<file path="src/rtl/cpu_mem_pkg.sv">
// Shared CPU datapath types plus the memory-stage additions.
package cpu_defs;

  typedef struct packed {
    logic        we;
    logic [4:0]  waddr;
    logic [31:0] wdata;
  } RegWriteReq_t;

  typedef struct packed {
    logic        ce;
    logic        we;
    logic [31:0] addr;
    logic [31:0] wdata;
    logic [3:0]  sel;
  } MemAccessReq_t;

  typedef struct packed {
    logic        we;
    logic [31:0] hi;
    logic [31:0] lo;
  } HiloWriteReq_t;

  typedef struct packed {
    logic        occur;
    logic        eret;
    logic [4:0]  code;
    logic [31:0] pc;
  } ExceptInfo_t;

  typedef enum logic [1:0] {
    IDLE  = 2'd0,
    BUS   = 2'd1,
    DRAIN = 2'd2
  } MemState_t;

  typedef struct packed {
    logic        req;
    logic        we;
    logic [31:0] addr;
    logic [31:0] wdata;
    logic [3:0]  sel;
  } DbusReq_t;

  localparam logic [4:0] EXCCODE_ADEL = 5'h04;
  localparam logic [4:0] EXCCODE_ADES = 5'h05;

  function automatic logic word_aligned(input logic [1:0] addr_lo);
    return addr_lo == 2'b00;
  endfunction

endpackage

</file>
<file path="src/rtl/cpu_mem_if.sv">
// Data-bus req/ack channel between the memory stage and the bus slave.
interface cpu_mem_if;
  logic        req;
  logic        we;
  logic [31:0] addr;
  logic [31:0] wdata;
  logic [3:0]  sel;
  logic        ack;
  logic [31:0] rdata;

  modport master (output req, we, addr, wdata, sel, input ack, rdata);
  modport slave  (input req, we, addr, wdata, sel, output ack, rdata);
endinterface

</file>
<file path="src/rtl/cpu_mem_dbus_ctrl.sv">
// Data-bus FSM: holds one request stable until ack, drains it on flush.
module mem_dbus_ctrl
  import cpu_defs::*;
(
  input  logic      clk,
  input  logic      rst,
  input  logic      flush,
  input  logic      start,
  input  DbusReq_t  req_in,
  output logic      idle,
  output logic      busy,
  output logic      done,
  cpu_mem_if.master dbus
);

  MemState_t state_q, state_d;
  DbusReq_t  dbus_q, dbus_d;

  // Next state, held request and completion strobe
  always_comb begin
    state_d = state_q;
    dbus_d  = dbus_q;
    done    = 1'b0;
    unique case (state_q)
      IDLE: begin
        if (start) begin
          state_d    = BUS;
          dbus_d     = req_in;
          dbus_d.req = 1'b1;
        end
      end
      BUS: begin
        if (dbus.ack) begin
          state_d    = IDLE;
          dbus_d.req = 1'b0;
          done       = !flush;
        end else if (flush) begin
          state_d = DRAIN;
        end
      end
      DRAIN: begin
        if (dbus.ack) begin
          state_d    = IDLE;
          dbus_d.req = 1'b0;
        end
      end
      default: begin
        state_d = IDLE;
        dbus_d  = '0;
      end
    endcase
  end

  // State and request registers
  always_ff @(posedge clk) begin
    if (rst) begin
      state_q <= IDLE;
      dbus_q  <= '0;
    end else begin
      state_q <= state_d;
      dbus_q  <= dbus_d;
    end
  end

  assign dbus.req   = dbus_q.req;
  assign dbus.we    = dbus_q.we;
  assign dbus.addr  = dbus_q.addr;
  assign dbus.wdata = dbus_q.wdata;
  assign dbus.sel   = dbus_q.sel;

  assign idle = (state_q == IDLE);
  assign busy = ((state_q == BUS) || (state_q == DRAIN)) && !dbus.ack;

endmodule

</file>
<file path="src/rtl/cpu_mem.sv">
// Memory stage: EX/MEM slot, alignment exceptions, LW/SW bus access, WB/bypass outputs.
module cpu_mem
  import cpu_defs::*;
(
  input  logic          clk,
  input  logic          rst,
  input  logic          flush,
  input  logic          ex_valid,
  input  RegWriteReq_t  ex_reg_wr,
  input  MemAccessReq_t ex_memory_req,
  input  HiloWriteReq_t ex_hilo_wr,
  input  RegWriteReq_t  ex_cp0_reg_wr,
  input  ExceptInfo_t   ex_except,
  output logic          accept,
  output logic          stall_req,
  cpu_mem_if.master     dbus,
  output logic          mem_valid,
  output RegWriteReq_t  mem_reg_wr,
  output HiloWriteReq_t mem_hilo_wr,
  output RegWriteReq_t  mem_cp0_reg_wr,
  output ExceptInfo_t   mem_except,
  output logic [31:0]   mem_badvaddr
);

  logic          valid_q, valid_d;
  RegWriteReq_t  reg_wr_q, reg_wr_d;
  HiloWriteReq_t hilo_q, hilo_d;
  RegWriteReq_t  cp0_q, cp0_d;
  ExceptInfo_t   except_q, except_d;
  logic [31:0]   badvaddr_q, badvaddr_d;
  logic          load_q, load_d;

  logic     misalign, start, idle, busy, done, wr_ok;
  DbusReq_t bus_req;

  // Classify the incoming EX instruction and build its bus request
  always_comb begin
    misalign = ex_memory_req.ce && !word_aligned(ex_memory_req.addr[1:0]);
    start    = idle && ex_valid && !flush && ex_memory_req.ce &&
               !misalign && !ex_except.occur;
    bus_req  = '{req:   1'b1,
                 we:    ex_memory_req.we,
                 addr:  {ex_memory_req.addr[31:2], 2'b00},
                 wdata: ex_memory_req.wdata,
                 sel:   ex_memory_req.sel};
  end

  // EX/MEM slot: capture in IDLE, bubble on flush, load data on ack
  always_comb begin
    valid_d    = valid_q;
    reg_wr_d   = reg_wr_q;
    hilo_d     = hilo_q;
    cp0_d      = cp0_q;
    except_d   = except_q;
    badvaddr_d = badvaddr_q;
    load_d     = load_q;
    if (idle) begin
      if (flush || !ex_valid) begin
        valid_d    = 1'b0;
        reg_wr_d   = '0;
        hilo_d     = '0;
        cp0_d      = '0;
        except_d   = '0;
        badvaddr_d = '0;
        load_d     = 1'b0;
      end else begin
        valid_d    = 1'b1;
        reg_wr_d   = ex_reg_wr;
        hilo_d     = ex_hilo_wr;
        cp0_d      = ex_cp0_reg_wr;
        except_d   = ex_except;
        badvaddr_d = '0;
        load_d     = ex_memory_req.ce && !ex_memory_req.we;
        if (!ex_except.occur && misalign) begin
          except_d.occur = 1'b1;
          except_d.code  = ex_memory_req.we ? EXCCODE_ADES : EXCCODE_ADEL;
          badvaddr_d     = ex_memory_req.addr;
        end
      end
    end else if (flush) begin
      // The bus request lives in the controller, so the slot can be
      // dropped here while an outstanding access still drains.
      valid_d    = 1'b0;
      reg_wr_d   = '0;
      hilo_d     = '0;
      cp0_d      = '0;
      except_d   = '0;
      badvaddr_d = '0;
      load_d     = 1'b0;
    end else if (done && load_q) begin
      reg_wr_d.wdata = dbus.rdata;
    end
  end

  // EX/MEM slot registers
  always_ff @(posedge clk) begin
    if (rst) begin
      valid_q    <= 1'b0;
      reg_wr_q   <= '0;
      hilo_q     <= '0;
      cp0_q      <= '0;
      except_q   <= '0;
      badvaddr_q <= '0;
      load_q     <= 1'b0;
    end else begin
      valid_q    <= valid_d;
      reg_wr_q   <= reg_wr_d;
      hilo_q     <= hilo_d;
      cp0_q      <= cp0_d;
      except_q   <= except_d;
      badvaddr_q <= badvaddr_d;
      load_q     <= load_d;
    end
  end

  mem_dbus_ctrl u_dbus_ctrl (
    .clk    (clk),
    .rst    (rst),
    .flush  (flush),
    .start  (start),
    .req_in (bus_req),
    .idle   (idle),
    .busy   (busy),
    .done   (done),
    .dbus   (dbus)
  );

  // WB/bypass outputs; a faulting instruction never writes state
  always_comb begin
    accept         = idle;
    stall_req      = busy || start;
    mem_valid      = idle && valid_q;
    wr_ok          = mem_valid && !except_q.occur;
    mem_reg_wr     = reg_wr_q;
    mem_reg_wr.we  = reg_wr_q.we && wr_ok;
    mem_hilo_wr    = hilo_q;
    mem_hilo_wr.we = hilo_q.we && wr_ok;
    mem_cp0_reg_wr    = cp0_q;
    mem_cp0_reg_wr.we = cp0_q.we && wr_ok;
    mem_except     = mem_valid ? except_q : '0;
    mem_badvaddr   = mem_valid ? badvaddr_q : '0;
  end

endmodule
</file>
<file path="src/flat_wrapper.sv">
// flat-port wrapper written by rule: the top's interface ports become plain ports
module cpu_mem_flat import cpu_defs::*;
  (clk, rst, flush, ex_valid, ex_reg_wr, ex_memory_req, ex_hilo_wr, ex_cp0_reg_wr, ex_except, accept, stall_req, mem_valid, mem_reg_wr, mem_hilo_wr, mem_cp0_reg_wr, mem_except, mem_badvaddr, dbus_req, dbus_we, dbus_addr, dbus_wdata, dbus_sel, dbus_ack, dbus_rdata);
  cpu_mem_if dbus_i ();
  input  logic clk;
  input  logic rst;
  input  logic flush;
  input  logic ex_valid;
  input  RegWriteReq_t ex_reg_wr;
  input  MemAccessReq_t ex_memory_req;
  input  HiloWriteReq_t ex_hilo_wr;
  input  RegWriteReq_t ex_cp0_reg_wr;
  input  ExceptInfo_t ex_except;
  output logic accept;
  output logic stall_req;
  output logic mem_valid;
  output RegWriteReq_t mem_reg_wr;
  output HiloWriteReq_t mem_hilo_wr;
  output RegWriteReq_t mem_cp0_reg_wr;
  output ExceptInfo_t mem_except;
  output logic [31:0] mem_badvaddr;
  output wire logic [$bits(dbus_i.req)-1:0] dbus_req;
  output wire logic [$bits(dbus_i.we)-1:0] dbus_we;
  output wire logic [$bits(dbus_i.addr)-1:0] dbus_addr;
  output wire logic [$bits(dbus_i.wdata)-1:0] dbus_wdata;
  output wire logic [$bits(dbus_i.sel)-1:0] dbus_sel;
  input wire logic [$bits(dbus_i.ack)-1:0] dbus_ack;
  input wire logic [$bits(dbus_i.rdata)-1:0] dbus_rdata;
  assign dbus_req = dbus_i.req;
  assign dbus_we = dbus_i.we;
  assign dbus_addr = dbus_i.addr;
  assign dbus_wdata = dbus_i.wdata;
  assign dbus_sel = dbus_i.sel;
  assign dbus_i.ack = dbus_ack;
  assign dbus_i.rdata = dbus_rdata;
  cpu_mem u_core (.clk(clk), .rst(rst), .flush(flush), .ex_valid(ex_valid), .ex_reg_wr(ex_reg_wr), .ex_memory_req(ex_memory_req), .ex_hilo_wr(ex_hilo_wr), .ex_cp0_reg_wr(ex_cp0_reg_wr), .ex_except(ex_except), .accept(accept), .stall_req(stall_req), .dbus(dbus_i), .mem_valid(mem_valid), .mem_reg_wr(mem_reg_wr), .mem_hilo_wr(mem_hilo_wr), .mem_cp0_reg_wr(mem_cp0_reg_wr), .mem_except(mem_except), .mem_badvaddr(mem_badvaddr));
endmodule
</file>
<file path="config.mk">
export PLATFORM = sky130hd
export DESIGN_NAME = cpu_mem_flat
export DESIGN_NICKNAME = d
export VERILOG_FILES = /design/src/rtl/cpu_mem_pkg.sv /design/src/rtl/cpu_mem_if.sv /design/src/rtl/cpu_mem_dbus_ctrl.sv /design/src/rtl/cpu_mem.sv /design/src/flat_wrapper.sv
export SDC_FILE = /design/constraint.sdc
export NUM_CORES = 1
export LEC_CHECK = 0
export CAP_MARGIN = 20
export CORE_AREA = 2 2 222 224
export DETAILED_ROUTE_END_ITERATION = 16
export DIE_AREA = 0 0 224 226
export GPL_ROUTABILITY_DRIVEN = 0
export HOLD_SLACK_MARGIN = 0.15
export MAX_ROUTING_LAYER = met4
export PLACE_DENSITY_LB_ADDON = 0.25
export SYNTH_ARGS = -nofsm -noshare
export SYNTH_HDL_FRONTEND = slang
export SYNTH_SLANG_ARGS = --single-unit
</file>
<file path="constraint.sdc">
create_clock -name clk -period 2.2 [get_ports clk]
set_input_delay 0.22 -clock clk [delete_from_list [all_inputs] [get_ports clk]]
set_output_delay 0.22 -clock clk [all_outputs]
set_load 0.01 [all_outputs]
</file>
* Yosys cells after proc, flatten, opt, wreduce, memory -nomap -nowiden
Index checks and enable logic that the tools add are counted.
** Storage, ports and cells
- Register bits after elaboration :: 286
** Operators by class
- Mux-type cells :: 39
- Reduce and logical (&&, ||, !) cells :: 34
- Equality and inequality tests :: 6
- Bitwise logic cells :: 1
** Operator list (number)
- $mux 32 :: 7
- $mux 65 :: 3
- $mux 38 :: 5
- $mux 39 :: 4
- $pmux 69 s2 :: 1
- $mux 70 :: 1
- $logic_and 1x1->1 :: 15
- $mux 1 :: 10
- $logic_not 1->1 :: 8
- $mux 2 :: 4
- $mux 6 :: 1
- $pmux 2 s3 :: 1
- $mux 5 :: 1
- $logic_not 2->1 :: 2
- $ne 2x1->1 const B :: 2
- $reduce_and 2->1 :: 2
- $logic_or 1x1->1 :: 3
- $ne 3x3->1 const B :: 1
- $reduce_and 3->1 :: 1
- $reduce_bool 3->1 :: 1
- $eq 2x1->1 const B :: 1
- $eq 2x2->1 const B :: 1
- $ne 2x2->1 const B :: 1
- $pmux 1 s2 :: 1
- 3 further kinds :: 3

* Depth between registers and ports, before layout
- Word-level depth :: 8
- Depth in mapped cells :: 9
- Mapped depth without buffers :: 6

* Hierarchy
A second synthesis with hierarchy kept.
** Second synthesis, totals
- Cell total of the unflattened synthesis :: 1351
- Area, all modules :: 12448.2 um^2
** Modules (own cells, without submodules)
- cpu_mem :: sequential area each 4284.1 um^2, cells an instance 1001, instances 1, area each 9032.4 um^2
- mem_dbus_ctrl :: sequential area each 1441.4 um^2, cells an instance 350, instances 1, area each 3415.8 um^2

* Least setup slack after synthesis
OpenSTA, ideal clock, no wires.
- Path kind :: register to register
- Start point :: reg u_core.u_dbus_ctrl.state_q[0]
- End point :: reg u_core.u_dbus_ctrl.dbus_q, in the netlist u_core.u_dbus_ctrl.dbus.addr[10]
- Setup slack :: 364 ps
- Buffers on the path :: 2
- Stages on the path, launching flop included :: 9
- Clock period less this slack :: 1836 ps
- Arrival :: 1777 ps
- Cells stage by stage :: dfxtp_1 inv_1 ha_1 and3b_1 a41o_1 a21oi_2 buf_4 buf_2 a22o_1
** Between the ends
- Longest elaborated chain between the ends :: 8
- Elaborated cells on any way between the ends :: 13
** RTL lines
- start, declared :: line cpu_mem_dbus_ctrl.sv:16 : MemState_t state_q, state_d;
- start signal, assigned :: line cpu_mem_dbus_ctrl.sv:60 : state_q <= state_d;
- $logic_not 2->1 (*) :: line cpu_mem_dbus_ctrl.sv:71 : assign idle = (state_q == IDLE);
- net accept :: line flat_wrapper.sv:14 : output logic accept;
- $logic_and 1x1->1 (4 in series) :: line cpu_mem.sv:39 : start = idle && ex_valid && !flush && ex_memory_req.ce &&
- $logic_and 1x1->1 :: line cpu_mem.sv:40 : !misalign && !ex_except.occur;
- $ne 2x1->1 (no source line)
- $reduce_and 2->1 (no source line)
- end signal, assigned :: line cpu_mem_dbus_ctrl.sv:61 : dbus_q <= dbus_d;
- end, declared :: line cpu_mem_dbus_ctrl.sv:17 : DbusReq_t dbus_q, dbus_d;
The timed path passes the listed nets; every way through them passes the cells marked *.
A chain may end at the register's enable or synchronous reset.

* Final worst setup path
- Start point :: reg u_core.u_dbus_ctrl.state_q[0]
- End point :: reg u_core.u_dbus_ctrl.dbus_q, in the netlist u_core.u_dbus_ctrl.dbus.addr[19]
** Between the ends
- Longest elaborated chain between the ends :: 8
- Elaborated cells on any way between the ends :: 13
** RTL lines (line)
- $logic_not 2->1 :: cpu_mem_dbus_ctrl.sv:24, cpu_mem_dbus_ctrl.sv:71
- $logic_and 1x1->1 (4 in series) :: cpu_mem.sv:39
- $logic_and 1x1->1 :: cpu_mem.sv:40
- $ne 2x1->1 (no source line)
- $reduce_and 2->1 (no source line)
Parallel ways exist; a longest one is shown, timed or not.

==> impl_metrics.py <==
metrics = {
    "cells_and_area": {
        "drive_above_1_share": 0.09509,
        "area_delta_synth_final_pct": 60.48,
        "final_core_util": 0.3711,
        "stdcell_area_sq_um": 17940,
        "nFillCells": 4884,
        "finalNetCount": 1884,
        "stdcell_count": 2233,
    },
    "sta": {
        "worst_slew_pin_slew_ns": 0.7452,
        "period_needed_ns": 2.144,
        "fin_skew_ns": 0.01234,
        "post-route-period-util": 0.9743,
        "slew_headroom": 0.4979,
        "fmax_mhz": 466.5,
        "finalSetupViolations": 0,
        "drv_slew": 0,
        "hold_viol": 0,
    },
    "route": {
        "drc_errors": 0,
        "first_pass_iters": 5,
        "drtIter0Drc": 565,
        "wl_per_cell_microns": 18.81,
        "ant_nets": 0,
        "viasPerCell": 4.593,
        "wl_mm": 42.00,
        "dr_total_vias": 10260,
    },
    "grt": {
        "grt-busiest-layer": "met2",
        "antenna_found_initial": 2,
        "met2_usage": 0.2661,
        "grt_pass1_vias": 10130,
        "grt_start_max_net_pins": 105,
        "grt_first_pass_wirelength_mm": 60.61,
        "grt_usage": 0.1580,
        "grt_overflow": 0,
        "use_met1": 0.1795,
        "use_met3": 0.04333,
    },
    "clock_network": {
        "cts_buffer_depth": 3,
        "htree_levels": 2,
        "cts_root_buffer": "clkbuf_16",
        "cts_tree": "built",
        "clock-sinks": 284,
        "clkLatencyLatePin_ns": 0.52,
        "numCtsBuffers": 35,
        "clk_pin_slew_ns": 0.06,
    },
    "yosys": {
        "synth-compound-area-share": 0.2267,
        "synth-seq-area-share": 0.5086,
        "synth_warnings": 0,
        "synth_top_area_cell": "dfxtp_1",
        "synth_area_leaders": "dfxtp_1 51%, a22oi_1 14%, buf_4 9.8%, nor2_1 7.2%, a22o_1 5.2%",
        "synth_xor_area_frac": 0,
        "ys_types": 32,
        "synth_area_per_cell_sq_um": 9.489,
        "synth_top_area_frac": 0.5086,
        "synth-adder-area-share": 0.004477,
        "ys_seq_elements": 284,
        "synth_ff_type": "dfxtp_1",
        "netlist_area_sq_um": 11180,
        "synth_top_family_by_area": "compound AO/OA/AOI/OAI gates",
        "synth_mux_area_frac": 0,
        "syn_inst": 1178,
        "synth-simple-area-share": 0.1220,
        "synth_edf_count": 0,
        "ys_async_sr_fraction": 0,
    },
    "placed_design": {
        "portBuffers": 569,
        "numPlacedInstances": 2159,
        "dpl.hpwl_mm": 28.65,
        "placed_area_sq_um": 16690,
    },
    "setup_path": {
        "r2r_cells": 11,
        "crit_type": "register to register",
        "cp_data_required_time_ns": 2.66,
        "cp.arrival_ns": 2.60,
        "cp_common_cell": "buf_4",
        "end_kind": "register",
        "slowest_delay_ns": 0.33,
        "cpMaxStageDelayCell": "dfxtp_2",
        "start_kind": "register",
        "r2r_start": "u_core.u_dbus_ctrl.state_q[0]",
        "rr_endpoint": "u_core.u_dbus_ctrl.dbus.addr[19]",
        "cp_max_fo": 13,
        "ff2ff_setup_slack_ns": 0.06,
        "path_cells": "inv_2 -> ha_4 -> buf_4 -> buf_4 -> and3b_4 -> buf_4 -> a41o_4 -> a21oi_4 -> buf_12 -> buf_12 -> a22o_1",
    },
    "floorplan": {
        "rows": 81,
        "coreArea_sq_um": 48340,
        "initial_core_util": 0.2312,
        "pin_count": 572,
        "chipHeight_microns": 226,
        "die_w_microns": 224,
        "dieArea_sq_um": 50620,
    },
    "power": {
        "leakage_nw": 6.973,
        "peakVddDrop_mv": 0.5456,
        "p_per_area_nw_per_um2": 786.7,
    },
    "run_status": {
        "outcome": "completed",
    },
    "job": {
        "cap_violations": 0,
    },
    "hold_path": {
        "min_path_cells": 2,
        "holdPathEnd": "u_core.u_dbus_ctrl.dbus.wdata[20]",
        "min_from": "ex_memory_req[24]",
        "worstHoldPathType": "primary input to register",
    },
}
==> layout make-up <==
type                    instances  area (sq um)  share of cell area
multi-input cells             638          4020              0.2241
clock buffers                  49         988.4             0.05510
flip-flops and latches        284          5692              0.3173
repair buffers                624          6369              0.3550
inverters                      10         37.54            0.002092
diodes                          2         5.005           0.0002790
well taps                     622         778.2             0.04338
clock inverters                 4         48.80            0.002720
==> per-layer routing <==
metal,part of all wire,vias up
met2,0.49,398
met4,0.028,0
li1,-,4901
met3,0.079,72
met5,0,-
met1,0.40,4886
==> worst max-delay path, delay by kind of cell (launching register included) <==
family	cells	cell delay (ns)
AO/OA/AOI/OAI	3	0.61
adder cells (fa/ha/maj)	1	0.17
buffers and inverters	6	0.77
flip-flops	1	0.33
AND/OR/NAND/NOR	1	0.18
==> flip-flops by register name, indices dropped and copies added (netlist names) <==
| signal | flops |
|---|---|
| u_core.mem_cp0_reg_wr | 37 |
| u_core.u_dbus_ctrl.state_q | 2 |
| u_core.load_q | 1 |
| u_core.mem_reg_wr | 37 |
| u_core.except_q | 39 |
| u_core.badvaddr_q | 32 |
| u_core.u_dbus_ctrl.dbus.req | 1 |
| u_core.hilo_q | 1 |
| u_core.u_dbus_ctrl.dbus.sel | 4 |
| u_core.u_dbus_ctrl.dbus.wdata | 32 |
| u_core.u_dbus_ctrl.dbus.we | 1 |
| u_core.mem_hilo_wr | 64 |
| u_core.valid_q | 1 |
| u_core.reg_wr_q | 1 |
| u_core.u_dbus_ctrl.dbus.addr | 30 |
| u_core.cp0_q | 1 |
==> cells in the final DEF (no fill, tap or decap), types with 18 or more instances in the layout <==
master           count
and3_1              71
clkdlybuf4s15_2     21
a211oi_1            32
nor2_1             213
dfxtp_1            281
clkdlybuf4s50_1    492
a22oi_1            206
dlygate4sd2_1       23
a22o_1              67
buf_4               26
buf_12              18
clkbuf_16           38
==> cells by family after synthesis <==
family | count (synthesis)
AOI/OAI and AO/OA | 328
and+or+nand+nor | 304
DFF | 284
buffers and inverters | 257
adders and majority gates | 4
other | 1
==> repair_timing <==
action | CTS | global route
endpoints found under the setup margin | 77 | 135
gates resized for setup | 165 | 21
setup buffers | 10 | 4
cloned | 1 | 3
hold endpoints to repair | 12 | 0
hold buffers | 1 | 0
pin swaps | 3 | 3
==> power by group <==
group | total [mW] | switching (mW) | internal (mW) | leakage (nW)
clock network | 5.38 | 2.17 | 3.21 | 0.510
logic | 3.15 | 1.53 | 1.62 | 4.16
registers | 5.58 | 0.154 | 5.43 | 2.31
total | 14.1 | 3.86 | 10.3 | 6.97
==> cells in the mapped netlist, types with 2 or more instances <==
| cell type | instances |
|---|---|
| a22o_1 | 67 |
| buf_1 | 5 |
| dfxtp_1 | 284 |
| nor2_1 | 214 |
| a21oi_1 | 7 |
| o21a_1 | 2 |
| nand3_1 | 2 |
| nor3b_1 | 4 |
| o31ai_1 | 3 |
| buf_2 | 23 |
| and3_1 | 71 |
| buf_4 | 146 |
| o21ai_0 | 2 |
| a32oi_1 | 4 |
| ha_1 | 4 |
| a211oi_1 | 32 |
| a22oi_1 | 206 |
| inv_1 | 10 |
| clkbuf_1 | 73 |
| nor3_2 | 2 |
| nand2_1 | 6 |
==> worst max path at each step <==
| stage | end | depth (start not counted) | start | slack [ns] |
|---|---|---|---|---|
| 2_1_floorplan | u_core.u_dbus_ctrl.dbus.addr[10] | 8 | u_core.u_dbus_ctrl.state_q[0] | 0.36 |
| 3_3_place_gp | u_core.u_dbus_ctrl.dbus.addr[13] | 7 | flush | 0.15 |
| 3_5_place_dp | u_core.u_dbus_ctrl.dbus.addr[19] | 7 | flush | 0.14 |
| 4_1_cts | mem_cp0_reg_wr[37] | 6 | u_core.u_dbus_ctrl.state_q[1] | -0.15 |
| 5_1_grt | u_core.u_dbus_ctrl.dbus.addr[24] | 11 | u_core.u_dbus_ctrl.state_q[1] | -0.006 |
| 6_report | u_core.u_dbus_ctrl.dbus.addr[19] | 11 | u_core.u_dbus_ctrl.state_q[0] | 0.06 |
==> per-stage QoR <==
stage	TNS (ns)	power, mW	setup slack (ns)	hold slack (ns)
CTS	-0.1563	14.22	-0.1497	0.2390
global placement	0	8.585	0.1509	0.4447
global route	-0.01856	14.75	-0.005729	0.2670
finish	0	14.11	0.05650	0.2863
detailed placement	0	8.605	0.1409	0.4519
floorplan	0	7.164	0.3643	0.3455
Power figures use the tool's default switching activity.
